--- src/rtl/knn_pkg.sv ---
`default_nettype none
// +----------------------------------------------------------------------+
// | knn_pkg : shared widths, limits and vote FSM encoding for the k-NN list |
// | Revision: 1.0                                                          |
// +----------------------------------------------------------------------+
package knn_pkg;

  localparam int KNN_DATA_W  = 32;
  localparam int KNN_LABEL_W = 8;

  localparam logic [KNN_DATA_W-1:0] DIST_MAX = '1;

  // Index width covers up to 16 slots / labels; counters reach 16 without wrapping.
  localparam int IDX_W = 4;
  localparam int CNT_W = 5;

  typedef enum logic [1:0] {
    ST_IDLE  = 2'd0,
    ST_COUNT = 2'd1,
    ST_PICK  = 2'd2,
    ST_DONE  = 2'd3
  } vote_state_e;

endpackage
`default_nettype wire

--- src/rtl/knn_vote.sv ---
`default_nettype none
// +----------------------------------------------------------------------+
// | knn_vote : majority vote over the kept neighbour labels (COUNT/PICK)  |
// | Revision: 1.0                                                          |
// +----------------------------------------------------------------------+
module knn_vote
  import knn_pkg::*;
#(
  parameter int LABEL_W    = KNN_LABEL_W,
  parameter int NBR_KNN    = 4,
  parameter int NBR_LABELS = 4
) (
  input  logic               clk,
  input  logic               rst,
  input  logic               clr_i,
  input  logic               start_i,
  output logic [IDX_W-1:0]   rd_idx_o,
  input  logic [LABEL_W-1:0] rd_lbl_i,
  input  logic               rd_vld_i,
  output logic [LABEL_W-1:0] label_o,
  output logic               label_valid_o,
  output logic               busy_o
);

  vote_state_e        state_q, state_d;
  logic [IDX_W-1:0]   idx_q, idx_d;
  logic [CNT_W-1:0]   cnt_q [NBR_LABELS];
  logic [CNT_W-1:0]   cnt_d [NBR_LABELS];
  logic [CNT_W-1:0]   best_cnt_q, best_cnt_d;
  logic [LABEL_W-1:0] best_lbl_q, best_lbl_d;
  logic [LABEL_W-1:0] label_q, label_d;
  logic [CNT_W-1:0]   w_cur_cnt;

  // idx doubles as the slot index in COUNT and the label index in PICK.
  always_comb begin
    w_cur_cnt = '0;
    for (int l = 0; l < NBR_LABELS; l++) begin
      if (idx_q == IDX_W'(l)) w_cur_cnt = cnt_q[l];
    end
  end

  always_comb begin
    state_d    = state_q;
    idx_d      = idx_q;
    cnt_d      = cnt_q;
    best_cnt_d = best_cnt_q;
    best_lbl_d = best_lbl_q;
    label_d    = label_q;
    case (state_q)
      ST_IDLE: begin
        if (start_i) begin
          state_d    = ST_COUNT;
          idx_d      = '0;
          best_cnt_d = '0;
          best_lbl_d = '0;
          for (int l = 0; l < NBR_LABELS; l++) cnt_d[l] = '0;
        end
      end
      ST_COUNT: begin
        // Out-of-range labels match no counter and are silently ignored.
        if (rd_vld_i) begin
          for (int l = 0; l < NBR_LABELS; l++) begin
            if (rd_lbl_i == LABEL_W'(l)) cnt_d[l] = cnt_q[l] + 1'b1;
          end
        end
        if (idx_q == IDX_W'(NBR_KNN - 1)) begin
          state_d = ST_PICK;
          idx_d   = '0;
        end else begin
          idx_d = idx_q + 1'b1;
        end
      end
      ST_PICK: begin
        if (w_cur_cnt > best_cnt_q) begin
          best_cnt_d = w_cur_cnt;
          best_lbl_d = LABEL_W'(idx_q);
        end
        if (idx_q == IDX_W'(NBR_LABELS - 1)) begin
          state_d = ST_DONE;
          idx_d   = '0;
          label_d = best_lbl_d;
        end else begin
          idx_d = idx_q + 1'b1;
        end
      end
      ST_DONE: state_d = ST_IDLE;
      default: state_d = ST_IDLE;
    endcase
    if (clr_i) begin
      state_d = ST_IDLE;
      idx_d   = '0;
    end
  end

  always_ff @(posedge clk or posedge rst) begin
    if (rst) begin
      state_q    <= ST_IDLE;
      idx_q      <= '0;
      best_cnt_q <= '0;
      best_lbl_q <= '0;
      label_q    <= '0;
      for (int l = 0; l < NBR_LABELS; l++) cnt_q[l] <= '0;
    end else begin
      state_q    <= state_d;
      idx_q      <= idx_d;
      best_cnt_q <= best_cnt_d;
      best_lbl_q <= best_lbl_d;
      label_q    <= label_d;
      cnt_q      <= cnt_d;
    end
  end

  assign rd_idx_o      = idx_q;
  assign label_o       = label_q;
  assign label_valid_o = (state_q == ST_DONE);
  assign busy_o        = (state_q != ST_IDLE);

endmodule
`default_nettype wire

--- src/rtl/knn_nn_list.sv ---
`default_nettype none
// +----------------------------------------------------------------------+
// | knn_nn_list : sorted K-smallest (distance,label) list with label vote |
// | Revision: 1.0                                                          |
// +----------------------------------------------------------------------+
module knn_nn_list
  import knn_pkg::*;
#(
  parameter int DATA_W     = KNN_DATA_W,
  parameter int LABEL_W    = KNN_LABEL_W,
  parameter int NBR_KNN    = 4,
  parameter int NBR_LABELS = 4
) (
  input  logic               clk,
  input  logic               rst,
  input  logic               clr,
  input  logic               en_list,
  input  logic [DATA_W-1:0]  dist_entry,
  input  logic [LABEL_W-1:0] label_entry,
  input  logic               vote,
  output logic               ready,
  output logic [4:0]         nn_cnt,
  output logic [DATA_W-1:0]  worst_dist,
  output logic [LABEL_W-1:0] label_out,
  output logic               label_valid
);

  logic [DATA_W-1:0]  dist_q [NBR_KNN];
  logic [DATA_W-1:0]  dist_d [NBR_KNN];
  logic [LABEL_W-1:0] lbl_q  [NBR_KNN];
  logic [LABEL_W-1:0] lbl_d  [NBR_KNN];
  logic [NBR_KNN-1:0] vld_q, vld_d;
  logic [CNT_W-1:0]   cnt_q, cnt_d;

  logic [NBR_KNN-1:0] w_hit, w_first;
  logic               w_busy, w_ins, w_start;
  logic [IDX_W-1:0]   w_rd_idx;
  logic [LABEL_W-1:0] w_rd_lbl;
  logic               w_rd_vld;

  assign ready   = ~w_busy;
  assign w_ins   = en_list & ready & ~clr;
  assign w_start = vote & ready & ~clr;

  // With a sorted, contiguous list the hit vector is a thermometer code,
  // so the insert point is simply its lowest set bit.
  always_comb begin
    w_hit   = '0;
    w_first = '0;
    for (int i = 0; i < NBR_KNN; i++) begin
      w_hit[i] = ~vld_q[i] | (dist_entry < dist_q[i]);
    end
    w_first[0] = w_hit[0];
    for (int i = 1; i < NBR_KNN; i++) begin
      w_first[i] = w_hit[i] & ~w_hit[i-1];
    end
  end

  always_comb begin
    dist_d = dist_q;
    lbl_d  = lbl_q;
    vld_d  = vld_q;
    cnt_d  = cnt_q;
    if (clr) begin
      vld_d = '0;
      cnt_d = '0;
      for (int i = 0; i < NBR_KNN; i++) begin
        dist_d[i] = {DATA_W{1'b1}};
        lbl_d[i]  = '0;
      end
    end else if (w_ins && (|w_hit)) begin
      for (int i = 1; i < NBR_KNN; i++) begin
        if (w_hit[i] && !w_first[i]) begin
          dist_d[i] = dist_q[i-1];
          lbl_d[i]  = lbl_q[i-1];
          vld_d[i]  = vld_q[i-1];
        end
      end
      for (int i = 0; i < NBR_KNN; i++) begin
        if (w_first[i]) begin
          dist_d[i] = dist_entry;
          lbl_d[i]  = label_entry;
          vld_d[i]  = 1'b1;
        end
      end
      if (!vld_q[NBR_KNN-1]) cnt_d = cnt_q + 1'b1;
    end
  end

  always_ff @(posedge clk or posedge rst) begin
    if (rst) begin
      vld_q <= '0;
      cnt_q <= '0;
      for (int i = 0; i < NBR_KNN; i++) begin
        dist_q[i] <= {DATA_W{1'b1}};
        lbl_q[i]  <= '0;
      end
    end else begin
      dist_q <= dist_d;
      lbl_q  <= lbl_d;
      vld_q  <= vld_d;
      cnt_q  <= cnt_d;
    end
  end

  always_comb begin
    w_rd_lbl = '0;
    w_rd_vld = 1'b0;
    for (int i = 0; i < NBR_KNN; i++) begin
      if (w_rd_idx == IDX_W'(i)) begin
        w_rd_lbl = lbl_q[i];
        w_rd_vld = vld_q[i];
      end
    end
  end

  assign nn_cnt     = cnt_q;
  assign worst_dist = vld_q[NBR_KNN-1] ? dist_q[NBR_KNN-1] : {DATA_W{1'b1}};

  knn_vote #(
    .LABEL_W   (LABEL_W),
    .NBR_KNN   (NBR_KNN),
    .NBR_LABELS(NBR_LABELS)
  ) u_vote (
    .clk          (clk),
    .rst          (rst),
    .clr_i        (clr),
    .start_i      (w_start),
    .rd_idx_o     (w_rd_idx),
    .rd_lbl_i     (w_rd_lbl),
    .rd_vld_i     (w_rd_vld),
    .label_o      (label_out),
    .label_valid_o(label_valid),
    .busy_o       (w_busy)
  );

endmodule
`default_nettype wire

--- config.mk ---
export PLATFORM = sky130hd
export DESIGN_NAME = knn_nn_list
export DESIGN_NICKNAME = d
export VERILOG_FILES = /design/src/rtl/knn_pkg.sv /design/src/rtl/knn_vote.sv /design/src/rtl/knn_nn_list.sv
export SDC_FILE = /design/constraint.sdc
export NUM_CORES = 1
export LEC_CHECK = 0
export BUFFER_PORTS_ARGS = -buffer_cell sky130_fd_sc_hd__buf_2
export CORE_UTILIZATION = 40
export DETAILED_ROUTE_END_ITERATION = 10
export GPL_TIMING_DRIVEN = 0
export HOLD_SLACK_MARGIN = 0.05
export RECOVER_POWER = 50
export SLEW_MARGIN = 20
export SYNTH_ARGS = -nofsm -noshare
export SYNTH_HDL_FRONTEND = slang
export SYNTH_SLANG_ARGS = --single-unit
export TNS_END_PERCENT = 20
--- constraint.sdc ---
create_clock -name clk -period 8.63 [get_ports clk]
set_clock_uncertainty 0.05 [all_clocks]
set_input_delay 1.2945 -clock clk [delete_from_list [all_inputs] [get_ports clk]]
set_output_delay 1.2945 -clock clk [all_outputs]
set_load 0.05 [all_outputs]
==> key figures <==
Critical path
  • CP Launch Point: rst
  • Crit Path Class: input port to async pin
  • Reg-to-reg slack, setup: 4.60 ns
  • Startpoint types: input port
  • Crit path capture type: async pin
  • CP Max Fanout: 60
  • FF-to-FF Start: u_vote.rd_idx_o[0]$_DFFE_PP0P_
  • RR Endpoint: u_vote.best_cnt_q[2]$_DFFE_PP0P_
  • Worst path required time: 8.53 ns
  • Worst reg-to-reg path cell count: 17
  • Worst EP arrival: 5.22 ns

STA
  • Hold slack: 0.427 ns
  • Final setup viols: 0
  • Worst-Margin Slew: 3.06 ns
  • RSZ-0062 raised after global routing: no
  • Fin crit period: 5.32 ns
  • Final Hold Viols: 0
  • Highest Clock Rate: 0.188 GHz
  • Slew Limit Headroom: -104%
  • Period utilization: 61.7%
  • Fin. max-slew vios: 117

Flow run
  • Max cap viols: 2

Place
  • DP HPWL: 28700 µm
  • Dpl cell area: 0.0151 mm²
  • I/O Buffers: 91
  • Placed cells: 2088
  • GPL Wtd Cong: 0.845

Drt
  • Drt drc: 0
  • Vias per cell: 5.44
  • DRT Wirelength: 38400 µm
  • Routed vias: 11600
  • Detail Route Antenna Nets: 0
  • Initial drt markers: 527
  • Wire per inst: 18.0 µm
  • DRT Pass-1 Iters: 4

Clock tree
  • Clock Path Buffers: 3
  • Post-CTS Setup Bufs: 0
  • H-tree depth: 1
  • CTS Hold Buffers Added: 0
  • TritonCTS buffer count: 27
  • Clock sinks: 216
  • Clk root buf: clkbuf_16
  • Worst skew pair latency: 0.54 ns
  • Post-CTS sizing: 0
  • Clk pin slew, worst setup/hold paths: 0.05 ns
  • CTS tree: yes

Synth
  • Post-synth top flop: dfstp_2
  • Seq/Total Area, Yosys: 39.7%
  • Distinct cells, synth: 62
  • Synthesized area per cell: 9.10 µm²
  • Synth Net Count: 1728
  • Warning count from the yosys run: 0
  • Post-Synthesis Cells: 1540
  • Post-synth EDFFs: 0
  • Async set-reset flop share out of synthesis: 100%
  • Seq cells post-synth: 216
  • Post-Syn Area: 0.0140 mm²

Global route
  • Largest net degree at the start of global routing: 103
  • First-pass GRT wire length: 62900 µm
  • Grt ovf: 0
  • Initial antenna violation count: 1
  • Vias in the first global route: 11600
  • GRT Overall Usage: 21.9%

Min path
  • HP Class: flip-flop to flip-flop
  • Worst hold endpoint: u_vote.label_o[4]$_DFFE_PP0P_
  • Hold path depth: 2
  • Hold_sp: u_vote.label_o[4]$_DFFE_PP0P_

Floorplan
  • Core area: 0.0345 mm²
  • Row count: 68
  • Num ports: 92
  • Die Wd: 189 µm
  • Die Ht: 189 µm
  • Initial core utilization: 40.6%
  • Die ar.: 0.0358 mm²

Pwr
  • Leak: 8.37 nW
  • Worst VDD drop: 0.152 mV
  • Power density over cell area: 229 mW/mm²

Finish
  • Fin area: 0.0159 mm²
  • Nets: 1850
  • Area Overhead vs Synth: 13.3%
  • Most frequent cells in the layout: a21oi_1 (150), ha_1 (143), inv_1 (142)
  • Commonest non-fill, non-tap cell in the layout: a21oi_1
  • FILL cells: 3428
  • Finished Layout Cells: 2137
  • Layout cells sized above 1: 17.0%

Outcome
  • Run status: finished, violations left
  • Failing checks: capacitance limit, slew limit
## where the power goes
part	switching, mW	leakage (nW)	internal [mW]	total (mW)
sequential	0.137	2.56	1.25	1.39
clock	0.457	0.398	0.598	1.06
combinational	0.767	5.42	0.421	1.19
total	1.36	8.37	2.27	3.63
## critical path, stage by stage
cell and delay [ns]:
buf_2 0.10, clkinvlp_2 1.49, clkbuf_1 2.25
## stage by stage
step | TNS [ns] | worst slack (ns) | total power [mW] | util (%)
after floorplan | 0 | 1.59 | 2.23 | -
after global placement | -120.53 | -1.38 | 2.56 | 43.5
after detailed placement | 0 | 3.92 | 2.59 | 43.7
after CTS | 0 | 4.46 | 3.66 | 46.1
after global routing | 0 | 2.33 | 3.88 | 46.0
final | 0 | 3.31 | 3.63 | 46.0
## metal layers
| layer | global-route usage (%) | part of all wire (%) | wire [µm] | up-vias |
|---|---|---|---|---|
| met4 | 5.27 | 2.0 | 772 | 0 |
| met2 | 35.9 | 47 | 17900 | 226 |
| met5 | 0 | 0 | 0 | - |
| met3 | 2.37 | 4.1 | 1590 | 51 |
| li1 | - | - | - | 5699 |
| met1 | 30.8 | 47 | 18100 | 5645 |
## registers in the layout (all words and copies together) (netlist names)
register           flops
u_vote.best_lbl_q      8
nn_cnt                 5
u_vote.label_o         8
vld_q                  4
lbl_q                 32
u_vote.best_cnt_q      5
u_vote.cnt_q          20
dist_q               128
u_vote.rd_idx_o        4
u_vote.state_q         2
## Yosys cell counts (9+ instances only)
| cell | n | area share, % |
|---|---|---|
| nor4_1 | 11 | 0.49 |
| dfstp_2 | 128 | 24 |
| a221oi_1 | 10 | 0.62 |
| nand4_1 | 28 | 1.2 |
| and2_1 | 9 | 0.40 |
| nor2_1 | 111 | 3.0 |
| a21oi_1 | 150 | 5.4 |
| nor3_1 | 102 | 3.6 |
| mux2i_1 | 117 | 8.4 |
| inv_1 | 143 | 3.8 |
| nand2b_1 | 15 | 0.67 |
| a21o_1 | 23 | 1.2 |
| and3_1 | 11 | 0.49 |
| nand2_1 | 136 | 3.6 |
| nand3_1 | 27 | 0.96 |
| a211oi_1 | 20 | 1.1 |
| clkbuf_1 | 58 | 1.6 |
| o21ai_0 | 68 | 2.4 |
| xor2_1 | 15 | 0.94 |
| dfrtp_1 | 88 | 16 |
| ha_1 | 143 | 13 |
| buf_2 | 14 | 0.50 |
## logic make-up after synthesis
| group | Yosys count | share of synthesized area [%] |
|---|---|---|
| AND/OR/NAND/NOR | 477 | 16.1 |
| buffers and inverters | 230 | 6.65 |
| adder cells (fa/ha/maj) | 143 | 12.8 |
| multiplexers | 117 | 8.36 |
| AO/OA/AOI/OAI | 342 | 15.5 |
| flip-flops | 216 | 39.7 |
| XOR/XNOR | 15 | 0.937 |
## worst max-delay path by stage
| stage | end | slack (ns) | cells after the start |
|---|---|---|---|
| after floorplan | lbl_q[0]$_DFFE_PP0P_ | 1.59 | 1 |
| after detailed placement | lbl_q[0]$_DFFE_PP0P_ | 3.92 | 11 |
| final | u_vote.rd_idx_o[0]$_DFFE_PP0P_ | 3.31 | 3 |
| after global routing | u_vote.best_cnt_q[3]$_DFFE_PP0P_ | 2.33 | 3 |
| after global placement | nn_cnt[4]$_DFFE_PP0P_ | -1.38 | 2 |
| after CTS | lbl_q[0]$_DFFE_PP0P_ | 4.46 | 11 |
## area by class of cell
cell class	count	area, µm²	share of cell area [%]
tap	455	569	3.59
inverter	145	546	3.44
antenna	1	2.50	0.0158
clock buffer	32	724	4.56
sequential	216	5570	35.1
clock inverter	16	98.8	0.623
timing repair buffer	93	467	2.94
buffer	85	388	2.44
multi-input combinational	1094	7520	47.3
No activity file was read; power rests on OpenSTA's default activity.
